`src/rtl/cpu_pkg.sv`:
```
// Shared CPU definitions: datapath widths, reset PC
// and the fetch unit state encoding.
package cpu_pkg;

   localparam int PC_W    = 8;
   localparam int INSTR_W = 8;
   localparam int CNT_W   = 16;

   localparam logic [PC_W-1:0] RESET_PC = 8'h00;

   typedef enum logic [1:0] {
      FETCH = 2'd0,
      READY = 2'd1,
      DRAIN = 2'd2
   } fetch_state_t;

endpackage

```
`src/rtl/pc_fetch_unit.sv`:
```
// Program counter and instruction fetch unit.
// Holds pc, fetches from imem, hands instr to decode.
module pc_fetch_unit
   import cpu_pkg::*;
(
   input  logic               clk,
   input  logic               reset,
   input  logic [PC_W-1:0]    next_pc,
   input  logic               advance,
   input  logic               stall,
   input  logic               redirect,
   input  logic [PC_W-1:0]    redirect_pc,
   output logic               imem_req,
   output logic [PC_W-1:0]    imem_addr,
   input  logic               imem_ack,
   input  logic [INSTR_W-1:0] imem_data,
   output logic [PC_W-1:0]    curr_pc,
   output logic [INSTR_W-1:0] instr,
   output logic               instr_valid,
   output logic [CNT_W-1:0]   fetch_count
);

   fetch_state_t       state, state_n;
   logic [PC_W-1:0]    pc, pc_n;
   logic [PC_W-1:0]    pend, pend_n;
   logic [INSTR_W-1:0] instr_n;
   logic               valid_n;
   logic [CNT_W-1:0]   cnt_n;
   logic               req_n;
   logic               ack;

   // an ack only counts while a request is actually out
   assign ack       = imem_ack & imem_req;
   assign imem_addr = pc;
   assign curr_pc   = pc;

   // state and datapath registers
   always_ff @(posedge clk) begin
      if (reset) begin
         state       <= FETCH;
         pc          <= RESET_PC;
         pend        <= RESET_PC;
         instr       <= '0;
         instr_valid <= 1'b0;
         fetch_count <= '0;
         imem_req    <= 1'b0;
      end else begin
         state       <= state_n;
         pc          <= pc_n;
         pend        <= pend_n;
         instr       <= instr_n;
         instr_valid <= valid_n;
         fetch_count <= cnt_n;
         imem_req    <= req_n;
      end
   end

   // next-state, pc selection and handshake decisions
   always_comb begin
      state_n = state;
      pc_n    = pc;
      pend_n  = pend;
      instr_n = instr;
      valid_n = instr_valid;
      cnt_n   = fetch_count;
      unique case (state)
         FETCH: begin
            if (redirect) begin
               if (ack) begin
                  pc_n = redirect_pc;
               end else begin
                  pend_n  = redirect_pc;
                  state_n = DRAIN;
               end
            end else if (ack) begin
               instr_n = imem_data;
               valid_n = 1'b1;
               state_n = READY;
            end
         end
         READY: begin
            if (redirect) begin
               pc_n    = redirect_pc;
               valid_n = 1'b0;
               state_n = FETCH;
            end else if (advance && !stall) begin
               pc_n    = next_pc;
               valid_n = 1'b0;
               state_n = FETCH;
               if (fetch_count != '1)
                  cnt_n = fetch_count + {{(CNT_W-1){1'b0}}, 1'b1};
            end
         end
         DRAIN: begin
            valid_n = 1'b0;
            if (ack) begin
               pc_n    = redirect ? redirect_pc : pend;
               state_n = FETCH;
            end else if (redirect) begin
               pend_n = redirect_pc;
            end
         end
         default: begin
            state_n = FETCH;
            valid_n = 1'b0;
         end
      endcase
      req_n = (state_n != READY);
   end

endmodule

```
`config.mk`:
```
export PLATFORM = sky130hd
export DESIGN_NAME = pc_fetch_unit
export DESIGN_NICKNAME = d
export VERILOG_FILES = /design/src/rtl/cpu_pkg.sv /design/src/rtl/pc_fetch_unit.sv
export SDC_FILE = /design/constraint.sdc
export NUM_CORES = 1
export LEC_CHECK = 0
export CORE_UTILIZATION = 35
export DETAILED_ROUTE_END_ITERATION = 8
export PLACE_DENSITY = 0.6
export SKIP_CTS_REPAIR_TIMING = 1
export SLEW_MARGIN = 20
export SYNTH_ARGS = -nofsm -noshare
export SYNTH_HDL_FRONTEND = slang
export SYNTH_SLANG_ARGS = --single-unit
export TNS_END_PERCENT = 5
```
`constraint.sdc`:
```
create_clock -name clk -period 2.45 [get_ports clk]
set_input_delay 0.3675 -clock clk [delete_from_list [all_inputs] [get_ports clk]]
set_output_delay 0.3675 -clock clk [all_outputs]
set_load 0.005 [all_outputs]
```
==> flow_metrics.env, run 1 <==
export IMPL_status="complete, but fails checks"
export IMPL_violations="DRC"
export IMPL_regArea_sq_um=880.8
export IMPL_seq_area_frac_synth_pct=36.23
export IMPL_timing_slew_headroom_pct=54.37
export IMPL_worst_path_stages=6
export IMPL_drc_errors=1
export IMPL_r2r_setup_slack_ns=0.37
export IMPL_num_rows=30
export IMPL_power_leakage_nw=1.083
export IMPL_fin_setup_tns_ns=0
export IMPL_final_antenna_net_count=0
export IMPL_drive_gt1_share_pct=6.395
export IMPL_ys_flop_type="dfxtp_1"
export IMPL_place_inst=417
export IMPL_post_route_period_util_pct=84.83
export IMPL_stdcell_count=424
export IMPL_final_common_cell="clkdlybuf4s50_1"
export IMPL_clkTransAtPathRegs_ns=0.07
export IMPL_fin_nets=379
export IMPL_rsz0062_at_grt="false"
export IMPL_drt_first_pass_iters=6
export IMPL_worst_pin_slew_ns=0.6821
export IMPL_detail_route_vias_per_cell=5.358
export IMPL_hold_viol=0
export IMPL_worst_setup_path_type="register to register"
export IMPL_path_cells="inv_1 -> ha_1 -> nand3b_1 -> a21boi_0 -> o311ai_0 -> a21oi_1"
export IMPL_r2r_end="curr_pc[4]"
export IMPL_multi_input_area_sq_mm=0.001406
export IMPL_grt_max_degree=37
export IMPL_dp_final_hpwl_um=4487
export IMPL_antenna_found_initial=0
export IMPL_setup_viol=0
export IMPL_critPathCapture="curr_pc[4]"
export IMPL_ir_drop_uv=221.4
export IMPL_synth_edf_count=0
export IMPL_cts_tree="yes"
export IMPL_synth_cells=284
export IMPL_hold_ws_ns=0.4522
export IMPL_synthToLayoutAreaGrowth_pct=33.45
export IMPL_htree_levels=2
export IMPL_design_core_area_sq_mm=0.006756
export IMPL_syn_avg_cell_area_sq_um=8.560
export IMPL_holdPathStages=2
export IMPL_die_h_um=85.34
export IMPL_reg2reg_from="state[0]"
export IMPL_slew_viol_final=0
export IMPL_finalWirelength_um=5979
export IMPL_r2r_cells=6
export IMPL_synth_seq_cells=44
export IMPL_fp_dieW_um=85.34
export IMPL_gp_congestion=0.8111
export IMPL_crit_family="compound AO/OA/AOI/OAI gates"
export IMPL_grt_pass1_vias=2031
export IMPL_nFillCells=674
export IMPL_clockBufferDepth=2
export IMPL_drt_iter0_markers=183
export IMPL_antenna_cells=0
export IMPL_worstSetupEndpointType="register"
export IMPL_numCtsBuffers=5
export IMPL_power_w=0.001482
export IMPL_async_flop_share_pct=0
export IMPL_fin_skew_ns=0.002553
export IMPL_cp_start_kind="register"
export IMPL_io_pins=72
export IMPL_cap_violations=0
export IMPL_overflow=0
export IMPL_grt_first_pass_wirelength_um=9956
export IMPL_crit_path_top_delay_cell="ha_1"
export IMPL_crit_fanout=24
export IMPL_hold_class="register to register"
export IMPL_syn_area_sq_mm=0.002431
export IMPL_final_cell_mix="71 x clkdlybuf4s50_1, 44 x dfxtp_1, 34 x a21oi_1, 33 x nand2_1, 17 x a21boi_0"
export IMPL_cpPeakStageDelay_ns=0.56
export IMPL_yosysWarningCount=0
export IMPL_gr_usage_all_layers_pct=17.14
export IMPL_max_freq_ghz=0.4811
export IMPL_die_area_sq_mm=0.007283
export IMPL_syn_num_nets=319
export IMPL_vias=2272
export IMPL_ys_types=47
export IMPL_fin_crit_ns=2.078
export IMPL_portBuffers=71
export IMPL_clock_latency_ns=0.29
export IMPL_wl_per_cell_um=14.10
export IMPL_path_buf_inv=1
export IMPL_crit_path_start="state[0]"
export IMPL_root_buffer="clkbuf_8"
export IMPL_initial_utilization_pct=35.98
export IMPL_power_per_cell_area_mw_per_mm2=456.8
export IMPL_arrival_ns=2.24
export IMPL_cts_sinks=44
export IMPL_cp_required_ns=2.61
worst reg2reg max path, cell delays in order, from the launching register on:
cell and delay, ns:
dfxtp_1 0.38, inv_1 0.09, ha_1 0.56, nand3b_1 0.19, a21boi_0 0.12, o311ai_0 0.49
a21oi_1 0.12
sequential cells by signal, indices dropped and copies added, names as in the netlist:
register     cells
instr_valid      1
curr_pc          8
instr            8
state            2
fetch_count     16
imem_req         1
pend             8
layout make-up:
cell class                      count  area share, %
Tap cell                           80          3.085
Clock inverter                      1         0.1543
Multi-Input combinational cell    213          43.35
Clock buffer                        6          2.237
Inverter                            3         0.3471
Sequential cell                    44          27.15
Timing Repair Buffer               77          23.68
stage by stage:
stage	instance area (sq um)	utilization (%)	setup WS, ns
floorplan	2431	-	0.7103
global placement	3167	46.87	0.2856
detailed placement	3167	46.87	0.2656
CTS	3244	48.02	0.4237
global route	3244	48.02	0.2261
finish	3244	48.02	0.3716
metal layers:
metal / vias up / part of all wire [%] / GRT usage, %
li1: 1174 / - / -
met1: 1029 / 50 / 24.64
met2: 63 / 44 / 25.73
met3: 6 / 4.1 / 3.113
met4: 0 / 1.0 / 5.909
met5: - / 0 / 0
Yosys cell counts, types with 2 or more instances:
master	instances	share of area [%]
inv_1	3	0.46
and2_1	2	0.51
a31oi_1	2	0.51
nand4_1	4	1.0
a21oi_1	34	7.0
nor2b_1	2	0.51
a21boi_0	17	5.2
and4_1	10	3.6
ha_1	5	2.6
nand4_2	2	1.0
o311ai_0	8	2.9
nand2_1	33	5.1
o21ai_0	14	2.9
nand3b_1	9	2.8
dfxtp_1	44	36
o21ai_1	3	0.62
nor3_1	2	0.41
a31o_2	2	0.72
o31ai_1	7	2.2
clkbuf_1	12	1.9
or3_1	8	2.1
mux2i_1	8	3.3
or4_1	6	1.9
nand3_1	6	1.2
nor2_1	11	1.7
buf_4	9	2.8
power by group:
group          switching (W)  leakage, nW  internal (W)  total [W]
sequential         0.0000208        0.358      0.000747   0.000768
combinational       0.000136        0.685      0.000163   0.000299
clock               0.000221       0.0410      0.000194   0.000415
kinds of logic (layout without fill, tap and decap cells):
logic type,Yosys count,count (layout),synth area share [%]
adder cells (fa/ha/maj),6,6,2.985
multiplexers,9,9,3.757
buffers and inverters,27,87,5.918
AND/OR/NAND/NOR,105,105,26.09
AO/OA/AOI/OAI,93,93,25.01
flip-flops,44,44,36.23
worst min path at each step:
stage | start | endpoint
3_3_place_gp | instr[2] | instr[2]
6_report | instr[5] | instr[5]
2_1_floorplan | pend[7] | pend[7]
5_1_grt | instr[1] | instr[1]
4_1_cts | instr[5] | instr[5]
3_5_place_dp | instr[5] | instr[5]
(Power assumes the default switching activity.)
==> run 2: changes to the inputs <==
clock period = 2.1 ns   (was 2.45 ns; I/O delays follow)
==> run 2 against run 1 <==
  * The run still ends with DRC left
  * Utilization rose by 3.0 points
  * Die area did not move
  * Combinational power up 32%
  * Critical endpoint is now curr_pc[1]
  * Highest routed layer unchanged
==> flow_metrics.env, run 2 (synthesis results as in run 1) <==
export IMPL_vias=2353
export IMPL_htree_levels=2
export IMPL_timing_slew_headroom_pct=68.00
export IMPL_whs_endpoint="instr[0]"
export IMPL_portBuffers=71
export IMPL_design_core_area_sq_mm=0.006756
export IMPL_cap_violations=0
export IMPL_initial_utilization_pct=35.98
export IMPL_largest_reg_flops=16
export IMPL_status="complete, but fails checks"
export IMPL_setup_ws_ns=0.2092
export IMPL_wl_per_cell_um=13.62
export IMPL_gr_usage_all_layers_pct=17.55
export IMPL_final_antenna_net_count=0
export IMPL_fin_setup_tns_ns=0
export IMPL_die_area_sq_mm=0.007283
export IMPL_min_from="instr[0]"
export IMPL_drc_errors=1
export IMPL_place_area_sq_mm=0.003317
export IMPL_clkTransAtPathRegs_ns=0.09
export IMPL_max_freq_ghz=0.5289
export IMPL_r2r_setup_slack_ns=0.21
export IMPL_regArea_sq_um=880.8
export IMPL_post_route_period_util_pct=90.04
export IMPL_dp_final_hpwl_um=4553
export IMPL_setup_viol=0
export IMPL_rsz0062_at_grt="false"
export IMPL_cp_required_ns=2.30
export IMPL_fin_crit_ns=1.891
export IMPL_fin_skew_ns=0.008949
export IMPL_worstSetupEndpointType="register"
export IMPL_power_leakage_nw=1.191
export IMPL_crit_fanout=12
export IMPL_final_cell_mix="71 x clkdlybuf4s50_1, 44 x dfxtp_1, 34 x a21oi_1, 33 x nand2_1, 24 x buf_4"
export IMPL_grt_pass1_vias=2124
export IMPL_ir_drop_uv=413.1
export IMPL_finalWirelength_um=6059
export IMPL_arrival_ns=2.09
export IMPL_worst_pin_slew_ns=0.4778
export IMPL_drt_iter0_markers=168
export IMPL_r2r_end="curr_pc[1]"
export IMPL_hold_viol=0
export IMPL_detail_route_vias_per_cell=5.288
export IMPL_clock_latency_ns=0.30
export IMPL_antenna_found_initial=0
export IMPL_power_w=0.001942
export IMPL_root_buffer="clkbuf_8"
export IMPL_power_per_cell_area_mw_per_mm2=563.3
export IMPL_fp_dieW_um=85.34
export IMPL_clockBufferDepth=2
export IMPL_worst_setup_path_type="register to register"
export IMPL_io_pins=72
export IMPL_drive_gt1_share_pct=12.60
export IMPL_top_register="fetch_count"
export IMPL_cts_sinks=44
export IMPL_num_rows=30
export IMPL_synthToLayoutAreaGrowth_pct=41.79
export IMPL_cp_start_kind="register"
export IMPL_cts_tree="yes"
export IMPL_dp_slack_ns=-0.08038
export IMPL_reg2reg_from="state[1]"
export IMPL_die_h_um=85.34
export IMPL_fin_nets=399
export IMPL_slew_viol_final=0
export IMPL_final_area_sq_mm=0.003447
export IMPL_final_common_cell="clkdlybuf4s50_1"
export IMPL_utilization_pct=51.02
export IMPL_multi_input_area_sq_mm=0.001421
export IMPL_overflow=0
export IMPL_gp_congestion=0.8446
export IMPL_grt_first_pass_wirelength_um=10360
export IMPL_numCtsBuffers=5
export IMPL_hold_class="register to register"
export IMPL_nFillCells=655
export IMPL_violations="DRC"
export IMPL_holdPathStages=2
export IMPL_drt_first_pass_iters=6
export IMPL_antenna_cells=0
export IMPL_r2r_cells=9
export IMPL_grt_max_degree=37
[run 2: worst max-delay path by stage]
stage | end | cells after the start | from
floorplan | fetch_count[14] | 7 | state[1]
global placement | curr_pc[1] | 7 | redirect
detailed placement | curr_pc[1] | 7 | redirect
CTS | curr_pc[1] | 9 | state[1]
global route | curr_pc[1] | 9 | state[1]
finish | curr_pc[1] | 9 | state[1]
[run 2: cell type report]
class / count / share of cell area, %
inverter: 3 / 0.3267
timing repair buffer: 97 / 26.75
sequential: 44 / 25.55
tap: 80 / 2.904
multi-input combinational: 213 / 41.23
clock buffer: 5 / 1.996
clock inverter: 3 / 1.234
[run 2: layer usage]
layer | routed length, um | GRT usage, % | vias to the layer above
met5 | 0 | 0 | -
met3 | 221 | 3.891 | 5
met1 | 3061 | 24.67 | 1088
li1 | - | - | 1215
met4 | 48 | 4.545 | 0
met2 | 2727 | 27.20 | 45
[run 2: worst max-delay path, stage by stage (launching register included)]
cell      delay (ns)
dfxtp_1         0.33
inv_1           0.06
buf_4           0.14
ha_4            0.17
buf_4           0.17
nand2_1         0.16
a21boi_0        0.11
o311ai_0        0.42
buf_4           0.19
a21oi_1         0.05
[run 2: power by group]
group | internal [W] | switching, W
Combinational | 0.000226 | 0.000169
Clock | 0.000352 | 0.000302
Sequential | 0.000871 | 0.0000210
[run 2: metrics by stage]
stage,hold slack (ns),cells
after detailed placement,0.4466,437
after global placement,0.4419,437
final,0.4556,445
after floorplan,0.4510,284
after global routing,0.4950,445
after CTS,0.4598,445
==> edit: new RTL, flow settings as in run 2 <==
The 3 states of `fetch_state_t` get a one-hot encoding in 3 bits.
--- a/src/rtl/cpu_pkg.sv
+++ b/src/rtl/cpu_pkg.sv
@@ -8,10 +8,10 @@
 
    localparam logic [PC_W-1:0] RESET_PC = 8'h00;
 
-   typedef enum logic [1:0] {
-      FETCH = 2'd0,
-      READY = 2'd1,
-      DRAIN = 2'd2
+   typedef enum logic [2:0] {
+      FETCH = 3'b001,
+      READY = 3'b010,
+      DRAIN = 3'b100
    } fetch_state_t;
 
 endpackage
Check against the original RTL: no difference found for any inputs over 10 cycles, from zero or initial values and one cycle with reset high; not proved beyond that.
==> edit against run 2 <==
  * Fmax fell by 1.0%
  * Total power rose by 3.2%
  * Worst setup slack got worse by 20 ps
  * Sequential cell count rose by 1
  * Critical path depth fell by 4
  * Area after synthesis rose by 2.0%
  * Register-to-register slack improved by 50 ps
  * Routed wire length rose by 3.5%
  * Non-clock buffer count fell by 2
  * Count of clock-buffer cells in the layout rose by 2
  * Cell area barely moved
  * Synthesized cell count rose by 3.2%
  * Clock skew fell by 2.7 ps
  * Largest cell class unchanged
==> edit: results (changes against run 2) <==
run status finished clean (was finished with violations); Hold Crit Depth 2 (unchanged); leading post-synthesis cells by instance count dfxtp_1 (45), nor2_1 (30), nand2_1 (26) (was dfxtp_1 (44), a21oi_1 (34), nand2_1 (33)); skew final 6.22 ps (was 8.95 ps); peak per-stage delay on the critical path 470 ps (was 420 ps); R2R cell count 4 (was 9); Synth area leaders dfxtp_1 (36%), mux2i_1 (6.9%), nor2_1 (4.5%) (was dfxtp_1 (36%), a21oi_1 (7.0%), a21boi_0 (5.2%)); Avg WL per Cell 13.5 um (was 13.6 um); ratio of cells with drive above 1 in the final layout 0.128 (was 0.126); drt via density 5.18 (was 5.29); synthesized area per cell 8.46 sq um (was 8.56 sq um); met2 Use GR 0.271 (was 0.272); fraction of met3 tracks used by global routing 0.0371 (was 0.0389); Final nets 398 (was 399); initial antenna violation count 0 (unchanged); register area share after synthesis 0.363 (was 0.362); hpwl dp 4420 um (was 4550 um); worst min path class reg -> reg (unchanged); Slew @ Worst Pin 748 ps (was 478 ps); final antenna diode count 0 (unchanged); htree depth 2 (unchanged); PortBufs 71 (unchanged); Max VDD drop 247 uV (was 413 uV); delay-heaviest family, CP simple AND/OR/NAND/NOR gates (was compound AO/OA/AOI/OAI gates); final WL 6270 um (was 6060 um); largest net degree at the start of global routing 40 (was 37); Async SR Flop Fraction 0 (unchanged); max FFs per register 16 (unchanged); vias in the first global route 2,102 (was 2,124); Clock Root Buffer clkbuf_8 (unchanged); initial detailed-routing violation count 128 (was 168); Static Leak 1.33 nW (was 1.19 nW); global routing's busiest layer met2 (unchanged); Mapped Nets 324 (was 319); RD Place Congestion 0.798 (was 0.845); highest-delay cell along the critical path clkdlybuf4s50_1 (was o311ai_0); dpl ws -125 ps (was -80.4 ps); All-Layer GR Usage 0.168 (was 0.175); GRT met1 Usage 0.226 (was 0.247); Biggest register fetch_count (unchanged); Max FO, Critical Path 4 (was 12); Pre-antenna DRT Iters 4 (was 6); dpl cells 456 (was 437); post-synthesis cell type count 45 (was 47); first-pass GRT wire length 9950 um (was 10,400 um)
edit: changes by cell type after synthesis, moves of 10 or more:
cell      delta
a21boi_0    -17
a31oi_1     +10
nor2b_1     +15
a21oi_1     -25
nor2_1      +19
edit: cell type report:
cell class,instances,area (sq um)
timing repair buffer,95,886
multi-input combinational,215,1400
clock buffer,7,86.3
clock inverter,1,30.0
tap,96,120
fill,672,3390
sequential,45,901
inverter,5,18.8
edit: per-layer routing:
| layer | vias to the layer above | part of all wire |
|---|---|---|
| met2 | 71 | 0.46 |
| met5 | - | 0 |
| met3 | 4 | 0.052 |
| met4 | 0 | 0.0080 |
| met1 | 1127 | 0.48 |
| li1 | 1200 | - |
edit: kinds of logic (layout without fill, tap and decap cells):
family / Yosys count / after routing / synth area share
adders and majority gates: 1 / 1 / 0.00504
AOI/OAI and AO/OA: 59 / 59 / 0.169
DFF: 45 / 45 / 0.363
buffers and inverters: 33 / 108 / 0.0737
xor gates and xnor gates: 2 / 2 / 0.00706
muxes: 26 / 26 / 0.109
and+or+nand+nor: 127 / 127 / 0.272
edit: path summary, 6_finish.rpt:
path / slack (ps) / to / start
worst max-delay path: 190 / fetch_count[5] / redirect
worst min-delay path: 500 / instr[6] / instr[6]
worst max register to register: 260 / fetch_count[5] / state[0]
worst min register to register: 500 / instr[6] / instr[6]
edit: through the flow:
stage	power, mW	instance area [sq um]
3_3_place_gp	1.32	3320
6_report	2.00	3440
2_1_floorplan	1.17	2480
3_5_place_dp	1.32	3320
5_1_grt	2.09	3440
4_1_cts	2.02	3440
edit: report_power, final:
group	internal [mW]	leakage [nW]	switching, mW
Clock	0.389	0.0585	0.315
Combinational	0.209	0.908	0.175
Sequential	0.892	0.366	0.0260
Total	1.49	1.33	0.516
